===== src/rtl/muldiv_unit_pkg.sv =====
// Shared constants, request payload and helpers for the RV32M multiply/divide unit.
package muldiv_unit_pkg;

    localparam int unsigned XLEN_W = 32;
    localparam int unsigned CNT_W  = 6;

    localparam logic [2:0] MD_MUL    = 3'b000;
    localparam logic [2:0] MD_MULH   = 3'b001;
    localparam logic [2:0] MD_MULHSU = 3'b010;
    localparam logic [2:0] MD_MULHU  = 3'b011;
    localparam logic [2:0] MD_DIV    = 3'b100;
    localparam logic [2:0] MD_DIVU   = 3'b101;
    localparam logic [2:0] MD_REM    = 3'b110;
    localparam logic [2:0] MD_REMU   = 3'b111;

    localparam logic [6:0] OPCODE_RTYPE = 7'b0110011;
    localparam logic [6:0] FUNC7_MULDIV = 7'b0000001;

    localparam logic [2:0] MD_S_IDLE = 3'd0;
    localparam logic [2:0] MD_S_MUL  = 3'd1;
    localparam logic [2:0] MD_S_DIV  = 3'd2;
    localparam logic [2:0] MD_S_FIX  = 3'd3;
    localparam logic [2:0] MD_S_DONE = 3'd4;

    typedef struct packed {
        logic [2:0]        func3;
        logic [XLEN_W-1:0] op_a;
        logic [XLEN_W-1:0] op_b;
    } md_req_t;

    // Magnitude of v when treated as signed (sgn=1), raw value otherwise.
    function automatic logic [XLEN_W-1:0] mag(input logic [XLEN_W-1:0] v, input logic sgn);
        return (sgn && v[XLEN_W-1]) ? XLEN_W'(~v + XLEN_W'(1)) : v;
    endfunction

endpackage


===== src/rtl/muldiv_unit_div_iter.sv =====
// One combinational restoring-division step: shift in next dividend bit, trial subtract.
module div_iter
    import muldiv_unit_pkg::*;
(
    input  logic [XLEN_W:0]   rem,
    input  logic [XLEN_W-1:0] quo,
    input  logic [XLEN_W-1:0] divisor,
    output logic [XLEN_W:0]   rem_next_c,
    output logic [XLEN_W-1:0] quo_next_c
);

    logic [XLEN_W+1:0] shifted;
    logic [XLEN_W+1:0] diff;
    logic              ge;

    always_comb begin
        shifted    = {rem, quo[XLEN_W-1]};
        diff       = shifted - {2'b00, divisor};
        ge         = ~diff[XLEN_W+1];
        rem_next_c = ge ? diff[XLEN_W:0] : shifted[XLEN_W:0];
        quo_next_c = {quo[XLEN_W-2:0], ge};
    end

endmodule


===== src/rtl/muldiv_unit.sv =====
// Multi-cycle RV32M multiply/divide unit; MULDIV_EARLY_OUT_EN enables single-cycle divide-by-zero/overflow results.
module muldiv_unit
    import muldiv_unit_pkg::*;
#(
    parameter int unsigned XLEN = 32
) (
    input  logic            clk,
    input  logic            rst_n,
    input  logic            start,
    input  logic            kill,
    input  logic [2:0]      func3,
    input  logic [XLEN-1:0] op_a,
    input  logic [XLEN-1:0] op_b,
    output logic            busy,
    output logic            done,
    output logic [XLEN-1:0] result
);

    logic [2:0]        state_q,  state_nxt;
    logic [CNT_W-1:0]  cnt_q,    cnt_nxt;
    md_req_t           req_q,    req_nxt;
    logic [XLEN_W-1:0] dvs_q,    dvs_nxt;
    logic [XLEN_W:0]   rem_q,    rem_nxt;
    logic [XLEN_W-1:0] quo_q,    quo_nxt;
    logic [XLEN_W-1:0] result_nxt;
    logic              busy_nxt, done_nxt;

    logic [XLEN_W:0]   rem_step_c;
    logic [XLEN_W-1:0] quo_step_c;

    logic              sgn_a, sgn_b, sgn_div;
    logic [63:0]       a_ext, b_ext, prod;
    logic [XLEN_W-1:0] mul_res, q_fix, r_fix, div_res;

    div_iter u_div_iter (
        .rem        (rem_q),
        .quo        (quo_q),
        .divisor    (dvs_q),
        .rem_next_c (rem_step_c),
        .quo_next_c (quo_step_c)
    );

    // Product with per-op signedness via sign extension to 64 bits.
    always_comb begin
        sgn_a   = (req_q.func3[1:0] == 2'b01) || (req_q.func3[1:0] == 2'b10);
        sgn_b   = (req_q.func3[1:0] == 2'b01);
        a_ext   = {{32{sgn_a & req_q.op_a[31]}}, req_q.op_a};
        b_ext   = {{32{sgn_b & req_q.op_b[31]}}, req_q.op_b};
        prod    = a_ext * b_ext;
        mul_res = (req_q.func3[1:0] == 2'b00) ? prod[31:0] : prod[63:32];
    end

    // Sign fix-up and divide-by-zero override of the unsigned divider outputs.
    always_comb begin
        sgn_div = ~req_q.func3[0];
        q_fix   = (sgn_div && (req_q.op_a[31] ^ req_q.op_b[31])) ? XLEN_W'(~quo_q + 32'd1) : quo_q;
        r_fix   = (sgn_div && req_q.op_a[31]) ? XLEN_W'(~rem_q[31:0] + 32'd1) : rem_q[31:0];
        if (req_q.op_b == '0) begin
            q_fix = 32'hFFFF_FFFF;
            r_fix = req_q.op_a;
        end
        div_res = req_q.func3[1] ? r_fix : q_fix;
    end

    // Next-state and next-register logic.
    always_comb begin
        state_nxt  = state_q;
        cnt_nxt    = cnt_q;
        req_nxt    = req_q;
        dvs_nxt    = dvs_q;
        rem_nxt    = rem_q;
        quo_nxt    = quo_q;
        result_nxt = result;

        case (state_q)
            MD_S_IDLE: begin
                if (start) begin
                    req_nxt = '{func3: func3, op_a: op_a, op_b: op_b};
                    if (!func3[2]) begin
                        state_nxt = MD_S_MUL;
                    end else begin
                        dvs_nxt   = mag(op_b, ~func3[0]);
                        quo_nxt   = mag(op_a, ~func3[0]);
                        rem_nxt   = '0;
                        cnt_nxt   = '0;
                        state_nxt = MD_S_DIV;
`ifdef MULDIV_EARLY_OUT_EN
                        if (op_b == '0) begin
                            result_nxt = func3[1] ? op_a : 32'hFFFF_FFFF;
                            state_nxt  = MD_S_DONE;
                        end else if (!func3[0] && op_a == 32'h8000_0000 && op_b == 32'hFFFF_FFFF) begin
                            result_nxt = func3[1] ? 32'h0 : 32'h8000_0000;
                            state_nxt  = MD_S_DONE;
                        end
`endif
                    end
                end
            end
            MD_S_MUL: begin
                result_nxt = mul_res;
                state_nxt  = MD_S_DONE;
            end
            MD_S_DIV: begin
                rem_nxt = rem_step_c;
                quo_nxt = quo_step_c;
                cnt_nxt = CNT_W'(cnt_q + 6'd1);
                if (cnt_q == 6'd31) begin
                    state_nxt = MD_S_FIX;
                end
            end
            MD_S_FIX: begin
                result_nxt = div_res;
                state_nxt  = MD_S_DONE;
            end
            MD_S_DONE: begin
                state_nxt = MD_S_IDLE;
            end
            default: begin
                state_nxt = MD_S_IDLE;
            end
        endcase

        // Flush wins over everything, including a same-cycle start.
        if (kill) begin
            state_nxt  = MD_S_IDLE;
            result_nxt = result;
        end

        busy_nxt = (state_nxt == MD_S_MUL) || (state_nxt == MD_S_DIV) || (state_nxt == MD_S_FIX);
        done_nxt = (state_nxt == MD_S_DONE);
    end

    always_ff @(posedge clk or negedge rst_n) begin
        if (!rst_n) begin
            state_q <= MD_S_IDLE;
            cnt_q   <= '0;
            req_q   <= '0;
            dvs_q   <= '0;
            rem_q   <= '0;
            quo_q   <= '0;
            busy    <= 1'b0;
            done    <= 1'b0;
            result  <= '0;
        end else begin
            state_q <= state_nxt;
            cnt_q   <= cnt_nxt;
            req_q   <= req_nxt;
            dvs_q   <= dvs_nxt;
            rem_q   <= rem_nxt;
            quo_q   <= quo_nxt;
            busy    <= busy_nxt;
            done    <= done_nxt;
            result  <= result_nxt;
        end
    end

endmodule


===== config.mk =====
export PLATFORM = sky130hd
export DESIGN_NAME = muldiv_unit
export DESIGN_NICKNAME = d
export VERILOG_FILES = /design/src/rtl/muldiv_unit_pkg.sv /design/src/rtl/muldiv_unit_div_iter.sv /design/src/rtl/muldiv_unit.sv
export SDC_FILE = /design/constraint.sdc
export NUM_CORES = 2
export LEC_CHECK = 0
export CAP_MARGIN = 30
export CORE_MARGIN = 3
export CORE_UTILIZATION = 45
export CTS_CLUSTER_DIAMETER = 30
export CTS_CLUSTER_SIZE = 16
export DETAILED_ROUTE_END_ITERATION = 10
export DONT_BUFFER_PORTS = 1
export PLACE_DENSITY = 0.58
export SETUP_SLACK_MARGIN = 0.15
export SLEW_MARGIN = 15
export SYNTH_ARGS = -nofsm -noshare
export SYNTH_HDL_FRONTEND = slang
export SYNTH_SLANG_ARGS = --single-unit

===== constraint.sdc =====
create_clock -name clk -period 27.9 [get_ports clk]
set_input_delay 6.975 -clock clk [delete_from_list [all_inputs] [get_ports clk]]
set_output_delay 6.975 -clock clk [all_outputs]
set_load 0.05 [all_outputs]

== Word-level counts from Yosys, hierarchy flattened ==
Index checks and enable logic that the tools add are counted.
Storage, ports and cells
  output and inout bits: 34
  word-level logic and storage cells: 82
  input port bits: 71
  register bits after elaboration: 206
Cells by class
  mux-type cells: 24
  multipliers: 1
  add/subtract/negate cells: 6
  bitwise gates (word level): 11
  reduce and logical (&&, ||, !) cells: 17
  equality and inequality tests: 12
Operators with widths (count)
  2-to-1 mux 32 bit: 10
  adder 32 x 1 -> 32 bit (second input constant): 4
  inverter 32 bit: 4
  case mux 32 bit (2 select lines): 2
  2-to-1 mux 33 bit: 3
  case mux 33 bit (2 select lines): 1
  multiplier 33 x 33 -> 64 bit: 1
  subtractor 34 x 32 -> 34 bit: 1
  zero test 32 bit: 1
  == test 3 x 2 -> 1 bit (second input constant): 4
  2-to-1 mux 6 bit: 2
  case mux 6 bit (2 select lines): 1
  2-to-1 mux 3 bit: 3
  case mux 3 bit (3 select lines): 1
  adder 6 x 1 -> 6 bit (second input constant): 1
  == test 3 x 1 -> 1 bit (second input constant): 2
  == test 6 x 5 -> 1 bit (second input constant): 1
  AND reduction 3 bit: 2
  logical AND 1 bit: 4
  inequality test 2 bit (second input constant): 2
  inverter 1 bit: 4
  AND reduction 2 bit: 2
  nonzero test 2 bit: 2
  == test 3 bit (second input constant): 1
  other kinds (9): 12

== Longest topological paths before layout ==
  word-level depth: 7
  gate-level depth with buffers: 32
  depth with buffers taken out: 29

== Cells and area by module ==
From an unflattened synthesis, not the netlist that was laid out.
Second synthesis, totals
  cells, all modules: 6053
  area total of the unflattened synthesis: 52679.3 µm²
By module, submodules not included
  muldiv_unit: instances 1, seq. area each 5154.9 µm², cells an instance 5688, area each 50235.7 µm²
  div_iter: instances 1, seq. area each 0.0 µm², cells an instance 365, area each 2443.6 µm²

== Worst setup path before layout ==
No wires, ideal clock.
  path kind: input -> register
  from: input op_a[4]
  to: register quo_q[21]
  library setup time: 0.133 ns
  cell stages on the path: 8
  arrival: 8.847 ns
  slack: 18.920 ns
  data required time: 27.767 ns
  path buffers: 0
  cells stage by stage: nor2_1 nor4bb_1 nand3b_1 nand2b_1 or4_1 o41ai_1 xor2_1 o21ai_0
On the way
  longest elaborated chain between the ends: 6
Ends and longest elaborated chain
  start, declared: RTL line muldiv_unit.sv:12  | input logic [XLEN-1:0] op_a,
  inverter 32 bit: RTL line muldiv_unit_pkg.sv:33  | return (sgn && v[XLEN_W-1]) ? XLEN_W'(~v + XLEN_W'(1)) : v;
  adder 32 x 1 -> 32 bit: RTL line muldiv_unit_pkg.sv:33
  2-to-1 mux 32 bit: RTL line muldiv_unit_pkg.sv:33
  2-to-1 mux 32 bit: RTL line muldiv_unit.sv:79  | if (!func3[2]) begin
  2-to-1 mux 32 bit: RTL line muldiv_unit.sv:77  | if (start) begin
  case mux 32 bit (2 select lines): RTL line muldiv_unit.sv:75  | case (state_q)
  end signal, assigned: RTL line muldiv_unit.sv:150  | quo_q <= quo_nxt;
  end, declared: RTL line muldiv_unit.sv:24  | logic [XLEN_W-1:0] quo_q, quo_nxt;
No other way between the ends. The select of a mux whose other input is x is not followed.
A chain may end at the register's enable or synchronous reset.

== Worst setup path in the final report ==
  from: register req_q[65] (netlist name)
  to: register result[31]
On the way
  longest elaborated chain between the ends: 6
  elaborated cells between the ends (all ways): 10
  classes of those cells: mul: 1; eq/ne: 2; mux: 3; bitwise: 2; reduce/logical: 2
Ends and longest elaborated chain
  start, declared: RTL line muldiv_unit.sv:21  | md_req_t req_q, req_nxt;
  start signal, assigned: RTL line muldiv_unit.sv:147  | req_q <= req_nxt;
  == test 2 x 1 -> 1 bit or == test 2 bit (tied branches): RTL line muldiv_unit.sv:45, muldiv_unit.sv:46
  logical OR 1 bit: RTL line muldiv_unit.sv:45  | sgn_a = (req_q.func3[1:0] == 2'b01) || (req_q.func3[1:0] == 2'b10);
  AND 1 bit: RTL line muldiv_unit.sv:47  | a_ext = {{32{sgn_a & req_q.op_a[31]}}, req_q.op_a};
  multiplier 33 x 33 -> 64 bit: RTL line muldiv_unit.sv:49  | prod = a_ext * b_ext;
  2-to-1 mux 32 bit: RTL line muldiv_unit.sv:50  | mul_res = (req_q.func3[1:0] == 2'b00) ? prod[31:0] : prod[63:32];
  case mux 32 bit (2 select lines) (*): RTL line muldiv_unit.sv:75
  end signal, assigned: RTL line muldiv_unit.sv:153  | result <= result_nxt;
  end, declared: RTL line muldiv_unit.sv:16  | output logic [XLEN-1:0] result
Every way passes the cells marked *; elsewhere a longest branch is shown, timed or not.

==> metrics.csv <==
metric,value,unit
worstPathRequired,28.34,ns
regToRegEndpoint,result[31],
finalMaxSlewViolations,0,
finalSetupViolations,0,
first_global_vias,41400,
clk_root_buffer_cell,clkbuf_16,
yosys.area_share.adder,49.6,%
synthTopCellsByCount,"inv_1, fa_1, nand2_1",
flow.area_growth_from_synthesis,5.22,%
yosys_register_bits,206,
final_period_minus_worst_setup_slack,10.28,ns
count_of_hold_fix_buffers_inserted_at_cts,0,
synth-edff-count,0,
critical_path.slowest_cell,and2_0,
row_count,123,
io_pins,105,
grt_remaining_overflow,0,
synth_area_leaders,"fa_1, dfrtp_1, inv_1",
crit_path_end_kind,flop,
cts.reportedPaths.clkPinSlew,0.05,ns
rr_worst_depth,29,
post_synth_and_or_nand_nor_area_fraction,14.8,%
worstMarginPinSlew,1.01,ns
yosys.cell_count.top_type,inv_1,
netlist.area_leader.share,43.5,%
drt.antenna.violating_nets,0,
clock.fmax,0.0972,GHz
clock_skew,0.0295,ns
grt_antenna_before_repair,7,
htree_num_levels,2,
detail_route.drc_violations,0,
cts-resized-gates,0,
reg2reg_setup_slack,17.62,ns
cts_inserted_buffers,42,
slew_headroom,32.6,%
worst_path_most_repeated_cell,fa_1,
critical_path.reg2reg.startpoint,req_q[65],
clock_insertion_delay_worst_skew,0.57,ns
die_w,345,um
initial_utilization,45.7,%
worst-path-max-fanout,29,
core_region_area,113000,um^2
detailedRoute.firstIterationViolations,2857,
clock_tree_from_tritoncts,built,
share_of_synthesized_area_occupied_by_flip_flops_and_latches,9.94,%
dieArea,119000,um^2
synth_top_family_by_area,adder cells,
avgViaCountPerCell,5.53,
drv_cap,0,
pin_count_of_the_biggest_net_entering_global_routing,207,
synthDominantAreaCellType,fa_1,
share_of_cell_area_taken_by_muxes_after_synthesis,1.95,%
worst_hold_path_startpoint,dvs_q[20],
post_synth_num_cell_types,88,
ctsLongestPathBuffers,3,
vias,39700,
unrepaired_setup_endpoints_after_global_routing,false,
layout-drive-gt1-share,4.74,%
average_wire_per_standard_cell,22.2,um
die_h,345,um
cts.sinks,206,
place.detailed.hpwl,125000,um
first_pass_iters,6,
outcome,finished clean,
synth_xor_xnor_area_share,3.44,%
post-cts-setup-buffer-count,0,
synth_area_per_cell,8.86,um^2
finish.net_count,7087,
synthFlopType,dfrtp_1,
globalplace.congestion,0.955,
ys.warnings.count,0,
fin_tns_setup,0,ns
timing.final.hold_violations,0,
worstHoldEndpoint,dvs_q[20],
final.period_utilization,36.9,%
globalRouteTotalUtil,27.2,%
cp-start-kind,flop,
finalWorstSetupSlack,17.62,ns
max_stage_delay,0.80,ns
placement.io_buffers,0,
mappedNetlistArea,51800,um^2
synth.net_count,7304,
postRouteWirelength,159000,um
async_flop_share,100,%
arrival,10.73,ns
min_path_cells,2,
postSynthCellCount,5855,
hold_class,reg -> reg,
dp_slack,17.09,ns
grt_pass1_wl,253000,um
path_class,reg -> reg,
synth-compound-area-share,8.53,%
-- layout by cell type (no fill, tap or decap), drive strengths merged, types with 36 or more instances in the layout --
master / synthesis / routed
a21o: 41 / 41
a21oi: 148 / 148
a22oi: 37 / 37
a31oi: 36 / 36
and2: 282 / 282
and3: 44 / 44
buf: 13 / 92
clkbuf: 340 / 51
dfrtp: 206 / 206
fa: 1126 / 1126
ha: 252 / 252
inv: 1261 / 1269
mux2: 64 / 64
nand2: 945 / 945
nand3: 53 / 53
nor2: 168 / 168
nor3: 46 / 46
o21ai: 207 / 207
xnor2: 125 / 125
xor2: 78 / 78
-- critical path: cells and delay by family (launching register included) --
kind | cells | cell delay [ns]
compound gates | 8 | 1.98
buf+inv | 8 | 1.58
simple gates | 3 | 1.30
fa+ha+maj | 10 | 4.82
flops | 1 | 0.48
-- worst max-delay path by stage --
stage / start / end / slack [ns] / cells after the start
finish: req_q[65] / result[31] / 17.62 / 29
global route: req_q[65] / result[26] / 17.00 / 30
CTS: req_q[65] / result[31] / 17.08 / 28
detailed placement: req_q[65] / result[31] / 17.09 / 28
global placement: req_q[65] / result[31] / 17.26 / 28
floorplan: op_a[4] / quo_q[21] / 18.92 / 8
-- sequential cells by signal, indices dropped and copies added, names as in the netlist, 3 cells and up --
| register | cells |
|---|---|
| rem_q | 33 |
| cnt_q | 6 |
| quo_q | 32 |
| dvs_q | 32 |
| a_ext | 32 |
| result | 32 |
| b_ext | 32 |
| state_q | 3 |
-- kinds of logic (layout without fill, tap and decap cells) --
logic type	count (synthesis)	after routing
AND/OR/NAND/NOR	1670	1670
buffers and inverters	1614	1431
adder cells (fa/ha/maj)	1378	1378
AO/OA/AOI/OAI	691	691
flip-flops	206	206
XOR/XNOR	203	203
multiplexers	93	93
other	0	2
-- stage by stage --
| step | std cells | util, % | hold WS (ns) | cell area (um^2) |
|---|---|---|---|---|
| after floorplan | 5855 | - | 0.450 | 51800 |
| final | 7174 | 48.1 | 0.476 | 54600 |
| after detailed placement | 7090 | 46.8 | 0.472 | 53000 |
| after global routing | 7172 | 48.1 | 0.508 | 54600 |
| after CTS | 7168 | 48.1 | 0.483 | 54500 |
| after global placement | 7088 | 46.7 | 0.464 | 53000 |
-- layer usage --
metal	routed length, um	global-route usage [%]	vias to the layer above
li1	-	-	17400
met1	69200	38.2	20900
met2	75400	44.5	1234
met3	10500	3.99	186
met4	4350	6.78	0
met5	0	0	-
-- area by class of cell --
cell class / instances / area (um^2)
multi-input cells: 4035 / 40600
fillers: 11000 / 58900
diodes: 2 / 5.00
well taps: 1500 / 1880
clock inverters: 27 / 333
flip-flops and latches: 206 / 5160
repair buffers: 92 / 726
inverters: 1261 / 4730
clock buffers: 51 / 1130
Power is left out: the tool's default activity adds up to more than one toggle a clock period on the data nets, which glitch-free logic cannot reach.
